File: config.mk
export PLATFORM = sky130hd
export DESIGN_NAME = uart_rx_core
export DESIGN_NICKNAME = d
export VERILOG_FILES = /design/src/rtl/uart_rx_core.sv
export SDC_FILE = /design/constraint.sdc
export NUM_CORES = 1
export LEC_CHECK = 0
export ABC_CLOCK_PERIOD_IN_PS = 2600
export CAP_MARGIN = 20
export CORE_MARGIN = 2
export CORE_UTILIZATION = 51
export CTS_CLUSTER_DIAMETER = 100
export DETAILED_ROUTE_END_ITERATION = 8
export PLACE_DENSITY = 0.82
export SYNTH_ARGS = -nofsm -noshare
export SYNTH_HDL_FRONTEND = slang
export SYNTH_SLANG_ARGS = --single-unit
File: constraint.sdc
create_clock -name clk -period 2.6 [get_ports clk]
set_input_delay 0.39 -clock clk [delete_from_list [all_inputs] [get_ports clk]]
set_output_delay 0.39 -clock clk [all_outputs]
set_load 0.005 [all_outputs]
File: src/rtl/uart_rx_core.sv
// uart_rx_core
//   UART receiver for 8N1 frames, or 8E1 when UART_RX_PARITY_EN is defined.
//   An internal divider produces OVERSAMPLE ticks per bit from clk. Bits are
//   sampled at mid-bit. Each good byte goes into a single-entry valid/ready
//   holding register.
//
//   Compile-time option:
//     UART_RX_PARITY_EN  - each frame carries an even-parity bit after the
//                          data bits, and parity_err is driven. When it is
//                          undefined, parity_err is tied to 0.
//
//   Ports:
//     clk          system clock, rising edge
//     rst_n        asynchronous active-low reset
//     rx_i         serial line (asynchronous to clk, idles high)
//     rx_data      received byte, LSB = first data bit
//     rx_valid     rx_data holds an unconsumed byte
//     rx_ready     consumer accepts rx_data when rx_valid && rx_ready
//     frame_err    one-cycle pulse: stop bit sampled low
//     parity_err   one-cycle pulse: parity mismatch
//     overrun_err  one-cycle pulse: completed byte dropped, holding register full
module uart_rx_core #(
  parameter int CLK_FREQ   = 50000000,
  parameter int BAUD_RATE  = 115200,
  parameter int OVERSAMPLE = 16,
  parameter int DATA_BITS  = 8
) (
  input  logic                 clk,
  input  logic                 rst_n,
  input  logic                 rx_i,
  output logic [DATA_BITS-1:0] rx_data,
  output logic                 rx_valid,
  input  logic                 rx_ready,
  output logic                 frame_err,
  output logic                 parity_err,
  output logic                 overrun_err
);

  localparam int TDIV = CLK_FREQ / (BAUD_RATE * OVERSAMPLE);
  localparam int TW   = (TDIV > 1) ? $clog2(TDIV) : 1;
  localparam int OW   = (OVERSAMPLE > 1) ? $clog2(OVERSAMPLE) : 1;
  localparam int BW   = (DATA_BITS > 1) ? $clog2(DATA_BITS) : 1;

  typedef enum logic [2:0] {
    IDLE   = 3'd0,
    START  = 3'd1,
    DATA   = 3'd2,
`ifdef UART_RX_PARITY_EN
    PARITY = 3'd3,
`endif
    STOP   = 3'd4
  } state_t;

  state_t               state;
  logic                 sync1;
  logic                 rx_s;
  logic                 rx_prev;
  logic [TW-1:0]        tick_cnt;
  logic [OW-1:0]        os_cnt;
  logic [BW-1:0]        bit_cnt;
  logic [DATA_BITS-1:0] shift;
  logic                 par_bad;
  logic                 tick;

  // The divider is held at 0 in IDLE, so a tick can only fire inside a frame.
  assign tick = (tick_cnt == TW'(TDIV - 1));

  // Two-flop synchronizer plus a delayed copy for falling-edge detection.
  // All of these reset to the idle-line level, so reset cannot fake a start bit.
  always_ff @(posedge clk or negedge rst_n) begin
    if (!rst_n) begin
      sync1   <= 1'b1;
      rx_s    <= 1'b1;
      rx_prev <= 1'b1;
    end else begin
      sync1   <= rx_i;
      rx_s    <= sync1;
      rx_prev <= rx_s;
    end
  end

  always_ff @(posedge clk or negedge rst_n) begin
    if (!rst_n) begin
      state       <= IDLE;
      tick_cnt    <= '0;
      os_cnt      <= '0;
      bit_cnt     <= '0;
      shift       <= '0;
      par_bad     <= 1'b0;
      rx_data     <= '0;
      rx_valid    <= 1'b0;
      frame_err   <= 1'b0;
      overrun_err <= 1'b0;
`ifdef UART_RX_PARITY_EN
      parity_err  <= 1'b0;
`endif
    end else begin
      frame_err   <= 1'b0;
      overrun_err <= 1'b0;
`ifdef UART_RX_PARITY_EN
      parity_err  <= 1'b0;
`endif
      // Consumer handshake. A delivery in the same cycle overrides this below.
      if (rx_valid && rx_ready) rx_valid <= 1'b0;

      if (state == IDLE) begin
        tick_cnt <= '0;
        os_cnt   <= '0;
        bit_cnt  <= '0;
        par_bad  <= 1'b0;
        // A true falling edge is needed. A line held low after a break
        // therefore has to return high before a new frame is accepted.
        if (!rx_s && rx_prev) state <= START;
      end else begin
        tick_cnt <= tick ? '0 : tick_cnt + 1'b1;
        if (tick) begin
          os_cnt <= os_cnt + 1'b1;
          case (state)
            START: begin
              // Sample at the middle of the start bit. A high level here
              // means the start was a glitch.
              if (os_cnt == OW'(OVERSAMPLE / 2 - 1)) begin
                os_cnt <= '0;
                state  <= rx_s ? IDLE : DATA;
              end
            end
            DATA: begin
              if (os_cnt == OW'(OVERSAMPLE - 1)) begin
                os_cnt  <= '0;
                shift   <= {rx_s, shift[DATA_BITS-1:1]};
                bit_cnt <= bit_cnt + 1'b1;
                if (bit_cnt == BW'(DATA_BITS - 1)) begin
                  bit_cnt <= '0;
`ifdef UART_RX_PARITY_EN
                  state   <= PARITY;
`else
                  state   <= STOP;
`endif
                end
              end
            end
`ifdef UART_RX_PARITY_EN
            PARITY: begin
              if (os_cnt == OW'(OVERSAMPLE - 1)) begin
                os_cnt  <= '0;
                // Even parity: data ones plus the parity bit must be even.
                par_bad <= rx_s ^ (^shift);
                state   <= STOP;
              end
            end
`endif
            STOP: begin
              if (os_cnt == OW'(OVERSAMPLE - 1)) begin
                // Re-arm at mid-stop-bit so that back-to-back frames are received.
                os_cnt    <= '0;
                state     <= IDLE;
                frame_err <= ~rx_s;
`ifdef UART_RX_PARITY_EN
                parity_err <= par_bad;
`endif
                if (rx_s && !par_bad) begin
                  if (!rx_valid || rx_ready) begin
                    rx_data  <= shift;
                    rx_valid <= 1'b1;
                  end else begin
                    overrun_err <= 1'b1;
                  end
                end
              end
            end
            default: state <= IDLE;
          endcase
        end
      end
    end
  end

`ifndef UART_RX_PARITY_EN
  assign parity_err = 1'b0;
`endif

endmodule
==> results.yml <==
status:
  outcome: "finished clean"
floorplan:
  fp.dieW_um: 61.2
  core_area_um2: 3080
  dieArea_um2: 3750
  start_util_pct: 54.2
  pin_count: 16
  dieHeight_um: 61.2
  row_count: 20
place:
  port_buffers: 14
  place_ws_ns: 0.542
  hpwl_um: 1960
  routabilityCongestion: 0.744
  place_inst: 185
grt:
  overflow: 0
  grt_max_degree: 38
  grt_pass1_vias: 1067
  grt_antenna_before_repair: 0
  groute.usage.overall_pct: 17.3
  grt_pass1_wl_um: 4620
routing:
  drc: 0
  drt-wirelength-per-cell_um: 14.3
  postRouteAntennaNets: 0
  dr_total_vias: 1045
  wl_um: 2750
  firstDrtPassIters: 4
  drt_iter0_drc: 56
  via_per_inst: 5.41
clock_tree:
  post_cts_buffers: 0
  clockBufferDepth: 2
  cts_hold_buf: 0
  numCtsBuffers: 5
  cts_tree: "built"
  ctsRootBufferMaster: "clkbuf_4"
  clk_pin_slew_ns: 0.10
  cts_sinks: 37
  cts_resized: 0
  insertion_delay_ns: 0.36
  ctsHtreeMaxLevel: 2
worst_setup_path:
  r2r_cells: 6
  end_kind: "register"
  critPathMaxStageDelay_ns: 0.42
  critical_path.top_delay_family: "simple AND/OR/NAND/NOR gates"
  start_kind: "register"
  path_max_fanout: 8
  reg2reg_from: "tick_cnt[0]$_DFF_PN0_"
  r2r_slack_ns: 0.55
  critPathBufInv: 1
  crit_required_ns: 2.85
  reg2reg_to: "rx_data[7]$_DFFE_PN0P_"
  critPathArrivalTime_ns: 2.30
  cp_cell_sequence: "inv_1 -> ha_1 -> and4b_1 -> nand4_2 -> nor3b_4 -> mux2_2"
  path_class: "reg2reg"
  cp_slowest_cell: "dfrtp_1"
timing:
  setup_slack_ns: 0.554
  slew_violations: 0
  hold_viol: 0
  period_needed_ns: 2.05
  relSlewSlack_pct: 60.0
  holdWs_ns: 0.351
  setup_viol: 0
  fin_skew_ns: 0.0142
  worst_pin_slew_ns: 0.597
  setup_tns_ns: 0
  rsz0062_at_grt: "no"
  fmax_mhz: 489
  period_share_pct: 78.7
yosys:
  ys_top_cells_by_area: "dfrtp_1 51%, mux2_2 13%, dfstp_2 4.7%, ha_1 3.7%, a22o_1 2.6%"
  syn_area_per_cell_um2: 12.6
  netlist_area_um2: 1670
  netlist.area_leader.share_pct: 51.0
  synthCells: 132
  yosys_warnings: 0
  synth-seq-area-share_pct: 55.7
  ys_types: 41
  ys_seq_elements: 37
  syn-num-nets: 141
  yosysTopAreaCell: "dfrtp_1"
power:
  p_per_area_nw_per_um2: 698
  ir_worst_vdd_mv: 0.308
  p_leak_uw: 0.000912
run:
  drv_cap: 0
min_path:
  min_to: "rx_s$_DFF_PN1_"
  hp-class: "reg2reg"
  hold_start: "sync1$_DFF_PN1_"
  hold_depth: 0
layout:
  nNetsFinal: 157
  nFillCells: 251
  area_growth_pct: 14.7
  antenna_cells: 0
  fin_util_pct: 62.2
  drive_above_1_share_pct: 23.5
  finalNonFillerCells: 193
stage by stage:
stage	cell area [um2]	power, uW
finish	1910	1340
detailed placement	1840	960
global placement	1840	932
global route	1910	1410
CTS	1910	1350
floorplan	1670	895
worst register-to-register path: cells and delay by family, from the launching register on:
family / cells / cell delay (ns)
and+or+nand+nor: 3 / 0.91
DFF: 1 / 0.42
muxes: 1 / 0.39
adders and majority gates: 1 / 0.16
buffers and inverters: 1 / 0.07
state kept, by name (all words and copies together) (netlist names):
name,flops
shift,8
tick_cnt,5
sync1,1
rx_s,1
frame_err,1
rx_data,8
state,3
os_cnt,4
rx_prev,1
overrun_err,1
rx_valid,1
bit_cnt,3
kinds of logic after synthesis:
| logic type | after synthesis | synth area share, % |
|---|---|---|
| compound gates | 17 | 7.80 |
| xor+xnor | 4 | 2.10 |
| fa+ha+maj | 6 | 4.35 |
| buf+inv | 10 | 2.92 |
| flops | 37 | 55.7 |
| mux | 20 | 13.4 |
| other cells | 1 | 0.225 |
| simple gates | 37 | 13.5 |
synthesized netlist by cell type, drive strengths merged:
library cell and number:
nand2b 2, o32ai 1, o221ai 1, mux2i 1, and4b 1, a21oi 2
xnor2 1, nor4b 1, and3b 2, dfstp 3, dfrtp 34, nand4 1
a22o 5, xor2 3, inv 4, mux2 19, buf 5, a2bb2oi 1
maj3 1, o22ai 1, nor2 10, clkbuf 1, nor3 2, and3 1
o21ai 3, o211ai 1, ha 5, o31ai 1, nand4b 1, nor3b 3
nand3 5, conb 1, a21o 1, nand2 5, and2 1, nor4 1
or2 1
power breakdown:
part / internal [uW] / leakage [uW] / switching, uW
registers: 636 / 0.000494 / 91.6
logic: 98.5 / 0.000376 / 120
clock network: 201 / 0.0000422 / 189
worst max-delay path by stage:
stage,slack (ns),cells after the start,start,end
after floorplan,0.74,7,tick_cnt[0]$_DFF_PN0_,rx_data[0]$_DFFE_PN0P_
after global placement,0.63,6,tick_cnt[0]$_DFF_PN0_,rx_data[5]$_DFFE_PN0P_
after detailed placement,0.54,6,tick_cnt[0]$_DFF_PN0_,rx_data[5]$_DFFE_PN0P_
after CTS,0.53,6,tick_cnt[0]$_DFF_PN0_,rx_data[5]$_DFFE_PN0P_
after global routing,0.40,6,tick_cnt[0]$_DFF_PN0_,rx_data[4]$_DFFE_PN0P_
final,0.55,6,tick_cnt[0]$_DFF_PN0_,rx_data[7]$_DFFE_PN0P_
final cells by class:
| class | count | area (um2) | area share (%) |
|---|---|---|---|
| Sequential cell | 37 | 930 | 48.6 |
| Multi-Input combinational cell | 85 | 691 | 36.1 |
| Timing Repair Buffer | 15 | 148 | 7.71 |
| Tap cell | 44 | 55.1 | 2.88 |
| Clock buffer | 6 | 41.3 | 2.16 |
| Clock inverter | 2 | 35.0 | 1.83 |
| Inverter | 4 | 15.0 | 0.784 |
per-layer routing:
metal	routed length, um	track usage, %	share of wire, %	up-vias
met4	54	10.2	2.0	0
met2	1390	28.4	50	18
met1	1230	20.0	45	523
li1	-	-	-	498
met5	0	0	0	-
met3	82	5.04	3.0	6
cells in the final DEF, fill, tap and decap left out, types with 2 or more instances in the layout:
cell	netlist	final
dfrtp_1	34	34
mux2_2	19	19
clkdlybuf4s50_1	0	14
nor2_1	10	10
nand3_1	5	5
nand2_1	5	5
a22o_1	5	5
ha_1	5	5
clkbuf_4	0	5
inv_1	4	4
xor2_1	3	3
dfstp_2	3	3
nand2b_1	2	2
nor3_1	2	2
and3b_1	2	2
a21oi_1	2	2
o21ai_0	2	2
Power figures use the tool's default switching activity.
